### src/rtl/tff_count_ctrl_pkg.sv
// Shared types and defaults for the TFF counter sequencer.
package tff_count_ctrl_pkg;

  localparam int unsigned DefWidth = 4;

  typedef enum logic [1:0] {
    StIdle  = 2'd0,
    StRun   = 2'd1,
    StPause = 2'd2,
    StDone  = 2'd3
  } state_e;

endpackage

### src/rtl/tff_count_ctrl_cell.sv
// One toggle flip-flop stage: async active-low clear, sync load over toggle.
module tff_count_ctrl_cell (
  input  logic i_clk,
  input  logic i_clear,
  input  logic i_ld,
  input  logic i_d,
  input  logic i_t,
  output logic o_q,
  output logic o_qnot
);

  logic r_q;

  always_ff @(posedge i_clk or negedge i_clear) begin
    if (!i_clear) begin
      r_q <= 1'b0;
    end else if (i_ld) begin
      r_q <= i_d;
    end else if (i_t) begin
      r_q <= ~r_q;
    end
  end

  assign o_q    = r_q;
  assign o_qnot = ~r_q;

endmodule

### src/rtl/tff_count_ctrl.sv
// Sequencer turning start/limit/direction commands into per-stage toggle
// enables for a synchronous bank of TFFs; reports busy, done and wrap.
module tff_count_ctrl
  import tff_count_ctrl_pkg::*;
#(
  parameter int unsigned WIDTH = DefWidth
) (
  input  logic             i_clk,
  input  logic             i_clear,
  input  logic             i_load,
  input  logic [WIDTH-1:0] i_load_val,
  input  logic             i_start,
  input  logic             i_dir,
  input  logic [WIDTH-1:0] i_limit,
  input  logic             i_pause,
  input  logic             i_stop,
  output logic [WIDTH-1:0] o_count,
  output logic             o_busy,
  output logic             o_done,
  output logic             o_wrap
);

  state_e           r_state, w_state_d;
  logic [WIDTH-1:0] r_limit;
  logic             r_dir;
  logic             r_wrap;

  logic [WIDTH-1:0] w_q, w_qnot, w_tog;
  logic [WIDTH-1:0] w_up_ok, w_dn_ok;
  logic             w_load, w_start, w_step, w_wrap_d;

  // Load wins over start when both arrive in IDLE.
  assign w_load  = (r_state == StIdle) && i_load;
  assign w_start = (r_state == StIdle) && !i_load && i_start;

  always_comb begin
    w_state_d = r_state;
    w_step    = 1'b0;
    unique case (r_state)
      StIdle: begin
        if (w_start) w_state_d = StRun;
      end
      StRun: begin
        if (i_stop)                w_state_d = StIdle;
        else if (i_pause)          w_state_d = StPause;
        else if (w_q == r_limit)   w_state_d = StDone;
        else                       w_step    = 1'b1;
      end
      StPause: begin
        if (i_stop)        w_state_d = StIdle;
        else if (!i_pause) w_state_d = StRun;
      end
      StDone: begin
        w_state_d = StIdle;
      end
      default: w_state_d = StIdle;
    endcase
  end

  // Stage i toggles when every lower stage is at the carry (up) or borrow (down) value.
  always_comb begin
    w_up_ok[0] = 1'b1;
    w_dn_ok[0] = 1'b1;
    for (int i = 1; i < WIDTH; i++) begin
      w_up_ok[i] = w_up_ok[i-1] & w_q[i-1];
      w_dn_ok[i] = w_dn_ok[i-1] & w_qnot[i-1];
    end
    w_tog    = {WIDTH{w_step}} & (r_dir ? w_up_ok : w_dn_ok);
    w_wrap_d = w_step && (r_dir ? (&w_q) : (&w_qnot));
  end

  always_ff @(posedge i_clk or negedge i_clear) begin
    if (!i_clear) begin
      r_state <= StIdle;
      r_limit <= '0;
      r_dir   <= 1'b0;
      r_wrap  <= 1'b0;
    end else begin
      r_state <= w_state_d;
      r_wrap  <= w_wrap_d;
      if (w_start) begin
        r_limit <= i_limit;
        r_dir   <= i_dir;
      end
    end
  end

  for (genvar gi = 0; gi < WIDTH; gi++) begin : g_stage
    tff_count_ctrl_cell u_cell (
      .i_clk  (i_clk),
      .i_clear(i_clear),
      .i_ld   (w_load),
      .i_d    (i_load_val[gi]),
      .i_t    (w_tog[gi]),
      .o_q    (w_q[gi]),
      .o_qnot (w_qnot[gi])
    );
  end

  assign o_count = w_q;
  assign o_busy  = (r_state == StRun) || (r_state == StPause);
  assign o_done  = (r_state == StDone);
  assign o_wrap  = r_wrap;

endmodule

### config.mk
export PLATFORM = sky130hd
export DESIGN_NAME = tff_count_ctrl
export DESIGN_NICKNAME = d
export VERILOG_FILES = /design/src/rtl/tff_count_ctrl_pkg.sv /design/src/rtl/tff_count_ctrl_cell.sv /design/src/rtl/tff_count_ctrl.sv
export SDC_FILE = /design/constraint.sdc
export NUM_CORES = 1
export LEC_CHECK = 0
export BUFFER_PORTS_ARGS = -buffer_cell sky130_fd_sc_hd__clkbuf_2
export CORE_UTILIZATION = 49
export CTS_CLUSTER_DIAMETER = 120
export CTS_CLUSTER_SIZE = 40
export DETAILED_ROUTE_END_ITERATION = 10
export PLACE_DENSITY = 0.75
export SYNTH_ARGS = -nofsm -noshare
export SYNTH_HDL_FRONTEND = slang
export SYNTH_HIERARCHICAL = 1
export SYNTH_SLANG_ARGS = --single-unit
### constraint.sdc
create_clock -name i_clk -period 2.3 [get_ports i_clk]
set_input_delay 0.345 -clock i_clk [delete_from_list [all_inputs] [get_ports i_clk]]
set_output_delay 0.345 -clock i_clk [all_outputs]
set_load 0.05 [all_outputs]
### Yosys cells after proc, flatten, opt, wreduce, memory -nomap -nowiden

Cells that the tools add are included.

* flip-flop bits (word level): 12
* output and inout port bits: 7
* input port bits: 15

* equal/unequal tests: 7
* mux-type cells: 21
* reductions and logical operators: 14
* bitwise gates (word level): 9

Operators by type and width (number)
* 1-bit 2-to-1 mux: 13
* 2-bit 2-to-1 mux: 6
* 2-bit case mux with 4 select lines: 1
* 4-bit AND reduction: 2
* 2-bit nonzero test: 4
* 1-bit bitwise AND: 4
* 4-bit bitwise AND: 1
* 2-bit == test (second input constant): 2
* 4-bit == test: 1
* 1-bit logical AND: 4
* 4-bit 2-to-1 mux: 1
* 4-bit != test (second input constant): 1
* 1-bit NOT: 4
* 3-bit != test (second input constant): 1
* 3-bit AND reduction: 1
* 2-bit by 1-bit == test with 1-bit output (second input constant): 1
* 2-bit zero test: 1
* 2-bit != test (second input constant): 1
* 1-bit zero test: 1
* 1-bit logical OR: 1

### Depth between registers and ports, before layout

* depth after elaboration: 8
* depth in mapped cells: 7
* depth with buffers taken out: 7

### Hierarchy

The synthesis kept the hierarchy.

By module, submodules not included
* tff_count_ctrl: area an instance 586.8 µm², cells an instance 56, instances 1, seq. area each 200.2 µm²
* tff_count_ctrl_cell: area an instance 46.3 µm², cells an instance 5, instances 4, seq. area each 25.0 µm²

### Least setup slack after synthesis

OpenSTA, ideal clock, no wires.

* kind: reg2reg
* from: reg r_state[1]
* to: reg g_stage[1].u_cell.r_q
* cell stages (with the launch flop): 8
* buffers on the path: 0
* setup slack: 0.562 ns
* data arrival time: 1.610 ns
* path through: dfrtp_1 -> inv_1 -> ha_1 -> or3b_1 -> a41oi_2 -> nor2b_1 -> xnor2_1 -> o21ai_1

* cells in the longest elaborated chain, start to end: 4

Ends and longest elaborated chain
* start, declared: line tff_count_ctrl.sv:23 `state_e r_state, w_state_d;`
* start signal, assigned: line tff_count_ctrl.sv:74 `r_state <= StIdle;`
* start signal, assigned: line tff_count_ctrl.sv:79 `r_state <= w_state_d;`
* 2-bit by 1-bit == test with 1-bit output: line tff_count_ctrl.sv:39 `unique case (r_state)`
* 1-bit 2-to-1 mux: line tff_count_ctrl.sv:39
* named net w_step: line tff_count_ctrl.sv:30 `logic w_load, w_start, w_step, w_wrap_d;`
* 4-bit bitwise AND: line tff_count_ctrl.sv:68 `w_tog = {WIDTH{w_step}} & (r_dir ? w_up_ok : w_dn_ok);`
* named net w_tog[1]: line tff_count_ctrl.sv:28 `logic [WIDTH-1:0] w_q, w_qnot, w_tog;`
* 2-bit nonzero test (no source line)
* end signal, assigned: line tff_count_ctrl_cell.sv:18 `r_q <= i_d;`
* end signal, assigned: line tff_count_ctrl_cell.sv:20 `r_q <= ~r_q;`
* end, declared: line tff_count_ctrl_cell.sv:12 `logic r_q;`

The timed path passes the listed nets, and every way through them passes these cells.
A chain may end at the register's enable or synchronous reset.

### Worst setup path in the final report

Same ends and word-level chain as after synthesis.

==> key figures <==
Outcome
  • Outcome: finished clean

Setup path
  • Endpoint of the worst-slack reg-to-reg timing path: g_stage[1].u_cell/o_q
  • CP arrival: 2060 ps
  • Largest driver fanout on the critical path: 5
  • Reg2Reg Depth: 7
  • Kind of start point of the critical path: register
  • Worst reg2reg startpoint: r_state[1]
  • CP Capture Type: register
  • FF-to-FF setup slack: 380 ps
  • Path type of the worst setup path: register to register
  • Required arrival time at the worst endpoint: 2450 ps

CTS
  • Num CTS Buffers: 3
  • Clock root buffer: clkbuf_4
  • Clk buf depth: 2
  • Clock sinks: 12
  • Resized Gates After CTS: 0
  • Clock-pin slew reported for the worst setup and hold paths after clock tree synthesis: roughly 70 ps
  • Clock insertion delay at the later pin of the skew report: 270 ps
  • H-tree lvl count: 1
  • CTS tree: yes

Layout
  • Number of fillers in the final layout: around 110
  • Final layout net count: 122
  • Layout Utilization: 0.679
  • Area added between synthesis and finish: 21.6%
  • Combined flip-flop and latch cell area: approximately 300 um2
  • Area of combinational cells with multiple inputs: about 440 um2
  • Most used cells in the layout excluding fill and tap cells: clkbuf_2, dfrtp_1, inv_1, xnor2_1, nand2_1
  • Share of final-layout standard cells stronger than drive strength 1: 0.317
  • Leading cell type in the layout, fill and taps excluded: clkbuf_2
  • Antenna diode count: 0

Timing
  • Final Hold Fails: 0
  • Fraction of the cycle the final worst path needs: 0.833
  • Max Transition Viols Final: 0
  • Setup TNS after final layout: 0 ps
  • Post-Route Skew: 1.00 ps
  • Endpoints failing setup: 0
  • Unrepaired setup endpoints after global routing: false
  • Timing-limited maximum frequency: 0.522 GHz
  • Transition time at the pin with the least slew margin: between 400 and 500 ps
  • Worst slew margin relative to its limit: 0.703
  • Final critical delay including setup and external delays: around 1900 ps
  • Final worst-path setup slack: approximately 380 ps

Min path
  • Min-Delay Endpoint: g_stage[0].u_cell/o_q
  • Depth of the worst hold-timing path: 3
  • Min-Delay Path Class: primary input to register
  • Hold Crit Start: i_load_val[0]

Routing
  • Met2 wire length: 713 um
  • Routed length on met3: 71 um
  • Starting DRT DRC Count: 7
  • # DRC: 0
  • Total length of routed wires: between 1500 and 2000 um
  • Met1 Routed Length: about 690 um
  • Post-route ant nets: 0
  • Vias after detailed routing: 655
  • Number of vias per cell: 5.65
  • Average routed wire per standard cell: approximately 13 um
  • Number of detailed-routing iterations run before antenna repair: 5
  • Highest routing layer actually used: met4

Pwr
  • P per Cell Area: around 1400 nW/um2
  • Leakage power of the design: roughly 0.44 nW
  • Peak VDD IR: just over 0.8 mV

Yosys
  • Number of synthesized register bits: 12
  • Yosys Warn Count: 6
  • Post-synth net total: 96
  • Post-synthesis instance area: a little under 800 um2
  • Average instance area after synthesis: roughly 10 um2
  • Count of cell types in the netlist: 28
  • Post-synthesis instance total: 76
  • Sequential cell area fraction in the yosys report: 0.389

Floorplan
  • Die boundary width: roughly 42 um
  • Number of top-level pins: 22
  • Rows: 13
  • Die outline area: 1740 um2
  • Floorplan die height: around 42 um
  • Effective utilization at floorplan: 0.558
  • Total core area: around 1400 um2

Placement
  • Global placer's final weighted congestion: around 0.95
  • Count of buffers from port buffering: 21
  • Post-placement worst setup slack: just under 400 ps
  • Post-DP HPWL: between 1000 and 1500 um

Global route
  • Overflow after GRT: 0
  • Overall Global Routing Usage: 0.192
  • Number of global-route vias before repair: a little under 600
  • Initial antenna violation count: 0
  • Maximum number of pins on one net before global-route repair: 13
  • Wire length of the first global-routing pass: about 2500 um

Flow run
  • Max-cap violations: 0
## per-stage QoR
stage	hold slack [ps]	cell area [um2]	power, mW	std cells
4_1_cts	277	938	1.37	116
5_1_grt	281	938	1.46	116
3_5_place_dp	249	892	1.20	111
2_1_floorplan	49.4	772	1.04	76
6_report	287	938	1.36	116
3_3_place_gp	246	892	1.17	111
## area by class of cell
cell class | instances | area share
clock buffers | 4 | 0.0387
flip-flops and latches | 12 | 0.320
repair buffers | 22 | 0.123
inverters | 8 | 0.0320
well taps | 15 | 0.0200
multi-input cells | 55 | 0.467
## flip-flops by register name (all words and copies together) (netlist names)
register and count:
r_dir 1, o_wrap 1, g_stage.u_cell/o_q 4, r_state 2, r_limit 4
## synth_stat cells
cell       count  area [um2]
mux2i_1        2        20.0
or4b_1         1        10.0
inv_1          8        30.0
nor2b_1        2        12.5
o32ai_1        1        8.76
nand2b_1       1        6.26
a22o_2         1        10.0
nand3b_1       1        7.51
or3b_1         1        8.76
a221oi_1       1        8.76
a41oi_1        1        8.76
a211oi_1       1        7.51
nor3b_1        1        7.51
nand3_1        3        15.0
mux2_2         5        56.3
nand4_1        1        6.26
dfrtp_1       12         300
and2_1         4        25.0
nor2_1         1        3.75
a222oi_1       1        10.0
a2111oi_0      1        8.76
a41oi_2        1        16.3
o21ai_1        4        20.0
o21ai_0        1        5.00
buf_1          1        3.75
ha_1           5        62.6
nand2_1        6        22.5
xnor2_1        8        70.1
## logic make-up after synthesis
kind of cell             count (synthesis)  share of synthesized area
AO/OA/AOI/OAI                           13                      0.135
XOR/XNOR                                 8                     0.0908
adder cells (fa/ha/maj)                  5                     0.0810
buffers and inverters                    9                     0.0438
flip-flops                              12                      0.389
multiplexers                             7                     0.0989
AND/OR/NAND/NOR                         22                      0.162
## what timing repair did
action | CTS | global route
setup buffers | 0 | 0
hold buffers | 1 | 0
hold endpoints to repair | 12 | 0
## worst max-delay path by stage
stage	startpoint	to	slack, ps
final	r_state[1]	g_stage[1].u_cell/o_q	380
after global routing	r_state[1]	g_stage[1].u_cell/o_q	230
after global placement	r_state[1]	g_stage[1].u_cell/o_q	470
after floorplan	r_state[1]	g_stage[1].u_cell/o_q	560
after CTS	r_state[1]	g_stage[1].u_cell/o_q	370
after detailed placement	r_state[1]	g_stage[1].u_cell/o_q	390
## routing by layer
layer  vias up  GRT usage
met3         4     0.0696
met5         -          0
met1       307      0.235
li1        320          -
met2        24      0.316
met4         0     0.0516
## report_power, final
group / total, mW / internal, mW / leakage (nW) / switching (mW)
Clock: 0.165 / 0.0961 / 0.0210 / 0.0684
Combinational: 0.754 / 0.285 / 0.275 / 0.469
Sequential: 0.438 / 0.308 / 0.147 / 0.130
Total: 1.36 / 0.690 / 0.443 / 0.667
## critical path: stages, from the launching register on
cell	delay [ps]
dfrtp_1	420
inv_1	130
ha_1	200
or3b_1	360
a41oi_2	270
nor2b_1	200
xnor2_1	140
o21ai_1	70
Note: power is estimated with default switching activity, not from simulation.
